==> src/rtl/shift_seq_pkg.sv <==
// shift_seq_pkg: shared state encoding and command opcodes for the shift sequencer.
package shift_seq_pkg;
    typedef enum logic [1:0] {IDLE, SHIFT, RESP} state_e;
    localparam logic OP_EXCHANGE = 1'b0;
    localparam logic OP_ROTATE   = 1'b1;
endpackage

==> src/rtl/shift_seq_ctrl.sv <==
// shift_seq_ctrl: turns word commands into WIDTH LSB-first shift pulses and returns the outgoing word.
module shift_seq_ctrl
    import shift_seq_pkg::*;
#(
    parameter int WIDTH = 8,
    localparam int CNT_W = $clog2(WIDTH)
) (
    input  logic             clk,
    input  logic             rst,
    input  logic             cmd_valid,
    output logic             cmd_ready,
    input  logic             cmd_op,
    input  logic [WIDTH-1:0] cmd_data,
    input  logic             pause,
    output logic             sr_shift_en,
    output logic             sr_ser_in,
    input  logic             sr_ser_out,
    output logic             rsp_valid,
    input  logic             rsp_ready,
    output logic [WIDTH-1:0] rsp_data,
    output logic             busy
);
    state_e           state_q;
    logic [CNT_W-1:0] bit_cnt_q;
    logic [WIDTH-1:0] tx_q, rx_q;
    logic             op_q;
    logic             last;

    assign last        = bit_cnt_q == CNT_W'(WIDTH - 1);
    assign cmd_ready   = (state_q == IDLE) && !rst;
    assign sr_shift_en = (state_q == SHIFT) && !pause;
    // ROTATE recirculates the outgoing bit so the register ends up unchanged
    assign sr_ser_in   = (state_q == SHIFT) ? ((op_q == OP_ROTATE) ? sr_ser_out : tx_q[0]) : 1'b0;
    assign rsp_valid   = state_q == RESP;
    assign rsp_data    = (state_q == RESP) ? rx_q : '0;
    assign busy        = state_q != IDLE;

    always_ff @(posedge clk or posedge rst) begin
        if (rst) begin
            state_q   <= IDLE;
            bit_cnt_q <= '0;
            tx_q      <= '0;
            rx_q      <= '0;
            op_q      <= OP_EXCHANGE;
        end else begin
            case (state_q)
                IDLE:
                    if (cmd_valid) begin
                        tx_q      <= cmd_data;
                        op_q      <= cmd_op;
                        bit_cnt_q <= '0;
                        state_q   <= SHIFT;
                    end
                SHIFT:
                    if (!pause) begin
                        tx_q      <= tx_q >> 1;
                        rx_q      <= {sr_ser_out, rx_q[WIDTH-1:1]};
                        bit_cnt_q <= last ? '0 : bit_cnt_q + 1'b1;
                        if (last) state_q <= RESP;
                    end
                RESP:
                    if (rsp_ready) state_q <= IDLE;
                default: state_q <= IDLE;
            endcase
        end
    end
endmodule

==> config.mk <==
export PLATFORM = sky130hd
export DESIGN_NAME = shift_seq_ctrl
export DESIGN_NICKNAME = d
export VERILOG_FILES = /design/src/rtl/shift_seq_pkg.sv /design/src/rtl/shift_seq_ctrl.sv
export SDC_FILE = /design/constraint.sdc
export NUM_CORES = 1
export LEC_CHECK = 0
export ABC_CLOCK_PERIOD_IN_PS = 2750
export CORE_AREA = 4 4 67 69
export CTS_CLUSTER_SIZE = 28
export DETAILED_ROUTE_END_ITERATION = 10
export DIE_AREA = 0 0 71 73
export GPL_ROUTABILITY_DRIVEN = 0
export HOLD_SLACK_MARGIN = 0.08
export PLACE_DENSITY_LB_ADDON = 0.2
export SYNTH_ARGS = -nofsm -noshare
export SYNTH_HDL_FRONTEND = slang
export SYNTH_SLANG_ARGS = --single-unit
==> constraint.sdc <==
create_clock -name clk -period 2.75 [get_ports clk]
set_input_delay 0.55 -clock clk [delete_from_list [all_inputs] [get_ports clk]]
set_output_delay 0.55 -clock clk [all_outputs]
set_load 0.02 [all_outputs]
; After elaboration in Yosys (flattened, before gate mapping)
; Index checks and enable logic that the tools add are counted.
[op_classes]
n_addsub = 1
eq_ne = 7
muxes = 15
bitwise = 1
reduce_logical = 11
[op_table]
columns = cell, count
row1 = $mux 8, 3
row2 = $pmux 8 s2, 1
row3 = $mux 3, 3
row4 = $mux 2, 4
row5 = $ne 2x2->1 const B, 3
row6 = $pmux 2 s3, 1
row7 = $pmux 3 s2, 1
row8 = $reduce_and 2->1, 2
row9 = $reduce_and 4->1, 1
row10 = $reduce_bool 2->1, 2
row11 = $add 3x1->3 const B, 1
row12 = $eq 3x3->1 const B, 1
row13 = $reduce_and 3->1, 1
row14 = $eq 2x1->1 const B, 1
row15 = $eq 2x2->1 const B, 1
row16 = $logic_and 1x1->1, 2
row17 = $logic_not 1->1, 2
row18 = $logic_not 2->1, 1
row19 = $mux 1, 2
row20 = $ne 2x1->1 const B, 1
row21 = $not 1->1, 1
[totals]
register_bits = 22
inputBits = 15
output_inout_bits = 13
word_cells = 40

; Depth between registers and ports, before layout
; Gate-level depths: netlist (run 1).
[logic_depth]
word_depth = 4
depth_mapped = 5
depth_no_buf = 5

; Least setup slack after synthesis (run 1)
; OpenSTA, ideal clock, no wires.
[synth_timing]
path_kind = reg2out
startpoint = register state_q[0]
endpoint = output port rsp_data[0]
arrival_ns = 1.218
required_ns = 2.200
setup_slack_ns = 0.982
stages_incl_launch_ff = 4
path_buffers = 1
path_cell_list = dfrtp_1 > and2b_1 > clkbuf_1 > and2_1
[synth_between]
elab_chain_cells = 2
[synth_lines]
columns = item, line
row1 = from (decl), shift_seq_ctrl.sv:23  ; state_e state_q;
row2 = from (signal assigned), shift_seq_ctrl.sv:40  ; state_q <= IDLE;
row3 = from (signal assigned), shift_seq_ctrl.sv:52  ; state_q <= SHIFT;
row4 = from (signal assigned), shift_seq_ctrl.sv:59  ; if (last) state_q <= RESP;
row5 = $eq 2x2->1, -
row6 = named net rsp_valid, shift_seq_ctrl.sv:18  ; output logic rsp_valid,
row7 = $mux 8, shift_seq_ctrl.sv:35  ; assign rsp_data = (state_q == RESP) ? rx_q : '0;
row8 = to (decl), shift_seq_ctrl.sv:20  ; output logic [WIDTH-1:0] rsp_data,
; The timed path passes the listed nets, and every way through them passes these cells.

; Final worst setup path (run 1)
[layout_timing]
startpoint = register state_q[1]
endpoint = output port cmd_ready
[layout_between]
elab_chain_cells = 2
[layout_lines]
columns = item, line
row1 = $logic_not 2->1, shift_seq_ctrl.sv:30  ; assign cmd_ready = (state_q == IDLE) && !rst;
row2 = $logic_and 1x1->1, shift_seq_ctrl.sv:30
row3 = to (decl), shift_seq_ctrl.sv:11  ; output logic cmd_ready,
; Every way passes these cells.

==> flow_metrics.tcl, run 1 <==
set metrics [dict create \
    switchingPower_uw 418 \
    design.die.area_um2 5180 \
    dpl.hpwl_mm 1.53 \
    drive_gt1_frac 0.297 \
    yosysSeqAreaShare 0.492 \
    cts_resized 0 \
    stdcell_area_um2 1490 \
    cp_top_family "buffers and inverters" \
    maxCapViolations 0 \
    synth.top_cell.area_share 0.492 \
    drtAntennaViolNets 0 \
    p_clk_frac 0.161 \
    vias_per_cell 4.30 \
    wl_mm 2.00 \
    postPlaceCellArea_um2 1430 \
    peakVddDrop_mv 0.286 \
    clk_path_buf_depth 2 \
    clkTransAtPathRegs_ns 0.08 \
    grt_max_degree 23 \
    worst_pin_slew_ns 0.834 \
    fp.dieH_um 73 \
    powerDensity_nw_per_um2 947 \
    slowest_stage "clkdlybuf4s50_1" \
    std_cell_rows 23 \
    arrival_ns 1.87 \
    clk_latency_ns 0.25 \
    crit_required_ns 2.20 \
    maxSlewHeadroom 0.444 \
    finalHoldViolations 0 \
    grt_pass1_vias 753 \
    final_max_slew_viol_count 0 \
    grt_pass1_wl_mm 3.57 \
    outcome "finished clean" \
    drtPass1Iterations 2 \
    fin_skew_ns 0.00198 \
    grt_usage 0.0883 \
    path_class "reg -> out" \
    p_int_uw 989 \
    hold_buffers 0 \
    area_growth_syn_to_layout_pct 32.6 \
    drc_errors 0 \
    start_util 0.286 \
    multi_input_area_um2 520 \
    swShare 0.297 \
    core-area_um2 3910 \
    synth_top_area_cell "dfrtp_1" \
    critPathLaunchType "flip-flop" \
    post_drt_wl_per_cell_um 12.4 \
    cts_buffers 3 \
    min_period_ns 2.42 \
    grt_overflow 0 \
    antenna_found_initial 0 \
    min_path_type "reg -> reg" \
    yosysUniqueCellTypes 21 \
    diodes 0 \
    avgSynthCellArea_um2 13.7 \
    finalCritPeriodShare 0.880 \
    fin_nets 129 \
    cts_tree "yes" \
    grt_util_met2 0.138 \
    critical_path_buf_inv_count 2 \
    setup_viol 0 \
    grtUsageMet3 0.0234 \
    rsz0062_at_grt "false" \
    fillers 421 \
    finalSetupTns_ns 0 \
    synth_nets 99 \
    p_comb_frac 0.444 \
    fmax_mhz 413 \
    ios 28 \
    leakagePower_nw 0.664 \
    htreeDepth 1 \
    die_x_um 71 \
    path_max_fanout 6 \
    ys_warn_count 0 \
    cp_cell_sequence "nor2_1 > inv_1 > nor2_1 > clkdlybuf4s50_1" \
    cts.sinks 22 \
    cpPeakStageDelay_ns 0.60 \
    power.share.sequential 0.396 \
    endpoint_kind "output pin" \
    cts_root_buf "clkbuf_8" \
    synth_seq_cells 22 \
    grt_use_met1 0.115 \
    seq_area_um2 551 \
    portBuffers 27 \
    postLayoutCoreUtil 0.379 \
    busiest_layer "met2" \
    crit_top_cell "nor2_1" \
    drt-initial-drc-count 21 \
    synth_area_leaders "dfrtp_1, mux2_2, mux2_4" \
    netlist_instances 82 \
    syn-cell-area_um2 1120 \
    vias 692 \
    postCtsSetupBuffers 0 \
]
power by group through the flow:
stage          Clock, mW  Sequential [mW]  Combinational (mW)
2_1_floorplan          0            0.535               0.523
3_3_place_gp           0            0.561               0.622
3_5_place_dp           0            0.564               0.635
4_1_cts            0.235            0.559               0.638
5_1_grt            0.250            0.582               0.690
6_report           0.226            0.556               0.624
sequential cells by signal (all words and copies together) (netlist names):
name,cells
rx_q,8
state_q,2
op_q,1
tx_q,8
bit_cnt_q,3
logic make-up (layout without fill, tap and decap cells):
family / count (synthesis) / after routing / synth area share
AND/OR/NAND/NOR: 20 / 20 / 0.111
adder cells (fa/ha/maj): 2 / 2 / 0.0223
buffers and inverters: 7 / 36 / 0.0436
flip-flops: 22 / 22 / 0.492
multiplexers: 27 / 27 / 0.296
AO/OA/AOI/OAI: 4 / 4 / 0.0358
layout make-up:
type	count	share of cell area
sequential	22	0.371
multi-input combinational	53	0.350
timing repair buffer	29	0.192
tap	50	0.0421
clock buffer	4	0.0371
inverter	3	0.00758
synthesized netlist by cell type (all sizes together):
cell type,number
mux2,25
nand2b,2
nor4bb,1
mux2i,2
ha,2
and2b,1
dfrtp,22
nand2,1
inv,3
a32o,1
o22ai,1
nor2,4
and2,8
clkbuf,1
nor3b,2
a21o,1
nor3,1
a21oi,1
buf,3
per-layer routing:
layer	vias up	share of wire
met2	23	0.46
met1	327	0.46
met4	0	0.018
met5	-	0
met3	4	0.062
li1	338	-
placed cells by master (no fill, tap or decap), drive strengths merged:
| cell type | instances |
|---|---|
| mux2 | 25 |
| nor2 | 4 |
| nand2b | 2 |
| a21o | 1 |
| and2 | 8 |
| dfrtp | 22 |
| mux2i | 2 |
| o22ai | 1 |
| a21oi | 1 |
| and2b | 1 |
| ha | 2 |
| nor3b | 2 |
| buf | 2 |
| inv | 3 |
| nand2 | 1 |
| clkdlybuf4s50 | 27 |
| nor3 | 1 |
| nor4bb | 1 |
| a32o | 1 |
| clkbuf | 4 |
through the flow:
stage / setup WS [ns] / power [mW] / std cells / hold slack, ns
after detailed placement: 0.334 / 1.20 / 157 / 0.488
after CTS: 0.309 / 1.43 / 161 / 0.507
after global placement: 0.324 / 1.18 / 157 / 0.467
final: 0.331 / 1.41 / 161 / 0.497
after global routing: 0.164 / 1.52 / 161 / 0.519
after floorplan: 0.982 / 1.06 / 82 / 0.456
final timing paths:
kind | slack [ns] | start | cells past startpoint | to
max | 0.33 | state_q[1] | 4 | cmd_ready
min | 0.50 | bit_cnt_q[2] | 1 | bit_cnt_q[2]
max reg2reg | 1.06 | state_q[0] | 4 | bit_cnt_q[1]
min reg2reg | 0.50 | bit_cnt_q[2] | 1 | bit_cnt_q[2]
max in group asynchronous | 1.44 | rst | 2 | tx_q[2]
min in group asynchronous | 0.80 | rst | 2 | rx_q[3]
Note: power is estimated with default switching activity, not from simulation.
==> run 2: changes to the inputs <==
--- a/config.mk
+++ b/config.mk
@@ -6,10 +6,10 @@
 export NUM_CORES = 1
 export LEC_CHECK = 0
 export ABC_CLOCK_PERIOD_IN_PS = 2750
-export CORE_AREA = 4 4 67 69
+export CORE_AREA = 4 4 52 88
 export CTS_CLUSTER_SIZE = 28
 export DETAILED_ROUTE_END_ITERATION = 10
-export DIE_AREA = 0 0 71 73
+export DIE_AREA = 0 0 56 92
 export GPL_ROUTABILITY_DRIVEN = 0
 export HOLD_SLACK_MARGIN = 0.08
 export PLACE_DENSITY_LB_ADDON = 0.2
==> constraint.sdc (replaced) <==
create_clock -name clk -period 2.75 [get_ports clk]
set_input_delay 0.55 -clock clk [delete_from_list [all_inputs] [get_ports clk]]
set_output_delay 0.55 -clock clk [all_outputs]
set_load 0.05 [all_outputs]
==> flow_metrics.tcl, run 2 (synthesized netlist as in run 1, its figures left out) <==
set metrics [dict create \
    arrival_ns 2.01 \
    postCtsSetupBuffers 0 \
    grt_pass1_wl_mm 3.60 \
    cts_tree "yes" \
    grtUsageMet3 0.0183 \
    final_max_slew_viol_count 0 \
    start_util 0.287 \
    postPlaceCellArea_um2 1450 \
    finalHoldViolations 0 \
    post_drt_wl_per_cell_um 13.2 \
    cts_root_buf "clkbuf_8" \
    fmax_mhz 390 \
    path_max_fanout 10 \
    layout_common_cells "clkdlybuf4s50_1, dfrtp_1, mux2_2, mux2_4, and2_1" \
    drtPass1Iterations 2 \
    cts.sinks 22 \
    finalCritPeriodShare 0.932 \
    worst_pin_slew_ns 0.832 \
    finalSetupTns_ns 0 \
    fillers 388 \
    clk_latency_ns 0.25 \
    path_class "reg -> out" \
    die_x_um 56 \
    antenna_found_initial 0 \
    leakagePower_nw 0.676 \
    min_period_ns 2.56 \
    drive_gt1_frac 0.324 \
    std_cell_rows 30 \
    wl_mm 2.10 \
    postLayoutCoreUtil 0.384 \
    busiest_layer "met2" \
    slowest_stage "clkdlybuf4s50_1" \
    seq_area_um2 551 \
    endpoint_kind "output pin" \
    htreeDepth 1 \
    clkTransAtPathRegs_ns 0.07 \
    critical_path_buf_inv_count 1 \
    grt_pass1_vias 764 \
    maxCapViolations 0 \
    design.die.area_um2 5150 \
    maxSlewHeadroom 0.445 \
    portBuffers 27 \
    drt-initial-drc-count 10 \
    outcome "finished clean" \
    grt_usage 0.0891 \
    grt_max_degree 23 \
    critPathLaunchType "flip-flop" \
    cp_top_family "buffers and inverters" \
    diodes 0 \
    stdcell_area_um2 1500 \
    powerDensity_nw_per_um2 1010 \
    ff2ff_setup_slack_ns 1.17 \
    grt_use_met1 0.102 \
    power.total_mw 1.51 \
    hold_buffers 0 \
    reg_top3 "rx_q x8, tx_q x8, bit_cnt_q x3" \
    fin_nets 129 \
    fin_skew_ns 0.00116 \
    multi_input_area_um2 520 \
    ios 28 \
    clk_path_buf_depth 2 \
    peakVddDrop_mv 0.413 \
    grt_overflow 0 \
    drc_errors 0 \
    min_path_type "reg -> reg" \
    vias 704 \
    core-area_um2 3900 \
    fp.dieH_um 92 \
    cts_resized 0 \
    grt_util_met2 0.161 \
    area_growth_syn_to_layout_pct 34.0 \
    setup_viol 0 \
    final_common_cell "clkdlybuf4s50_1" \
    crit_required_ns 2.20 \
    cpPeakStageDelay_ns 0.80 \
    cts_buffers 3 \
    rsz0062_at_grt "false" \
    drtAntennaViolNets 0 \
    cp_cell_sequence "and2b_1 > and2_1 > clkdlybuf4s50_1" \
    vias_per_cell 4.43 \
    dpl.hpwl_mm 1.68 \
]
## run 2: path summary, 6_finish.rpt
path	start	end	depth (start not counted)
max	state_q[0]	rsp_data[1]	3
min	rx_q[0]	rx_q[0]	1
max reg2reg	state_q[1]	rx_q[7]	3
min reg2reg	rx_q[0]	rx_q[0]	1
max in group asynchronous	rst	tx_q[7]	2
min in group asynchronous	rst	rx_q[0]	2
## run 2: metrics by stage
step | cells | hold WS, ns | setup WS [ns]
after floorplan | 82 | 0.456 | 0.477
after global placement | 155 | 0.489 | 0.466
after detailed placement | 155 | 0.487 | 0.457
after CTS | 159 | 0.505 | 0.171
after global routing | 159 | 0.528 | 0.0889
final | 159 | 0.501 | 0.187
## run 2: worst reg2reg max path, cell delays in order, from the launching register on
cell	delay [ns]
dfrtp_1	0.44
nor3b_2	0.44
buf_4	0.25
mux2_2	0.34
## run 2: final cells by class
class / instances / area share
multi-input cells: 53 / 0.347
flip-flops and latches: 22 / 0.367
well taps: 48 / 0.0400
repair buffers: 29 / 0.202
inverters: 3 / 0.00751
clock buffers: 4 / 0.0367
## run 2: power by group
part / total, mW / internal, mW / switching [mW] / leakage (nW)
Clock: 0.224 / 0.127 / 0.0969 / 0.0288
Combinational: 0.725 / 0.423 / 0.302 / 0.376
Sequential: 0.559 / 0.468 / 0.0906 / 0.271
Total: 1.51 / 1.02 / 0.490 / 0.676
## run 2: layer usage
| metal | vias up | wire length (um) |
|---|---|---|
| met5 | - | 0 |
| met4 | 0 | 13 |
| met3 | 2 | 119 |
| met2 | 22 | 1110 |
| met1 | 340 | 853 |
| li1 | 340 | - |
==> run 3: changes to the inputs <==
--- a/config.mk
+++ b/config.mk
@@ -16,3 +16,4 @@
 export SYNTH_ARGS = -nofsm -noshare
 export SYNTH_HDL_FRONTEND = slang
 export SYNTH_SLANG_ARGS = --single-unit
+export TNS_END_PERCENT = 50
==> results of run 3 <==
No change in the layout: final DEF, timing and power equal those of run 2.
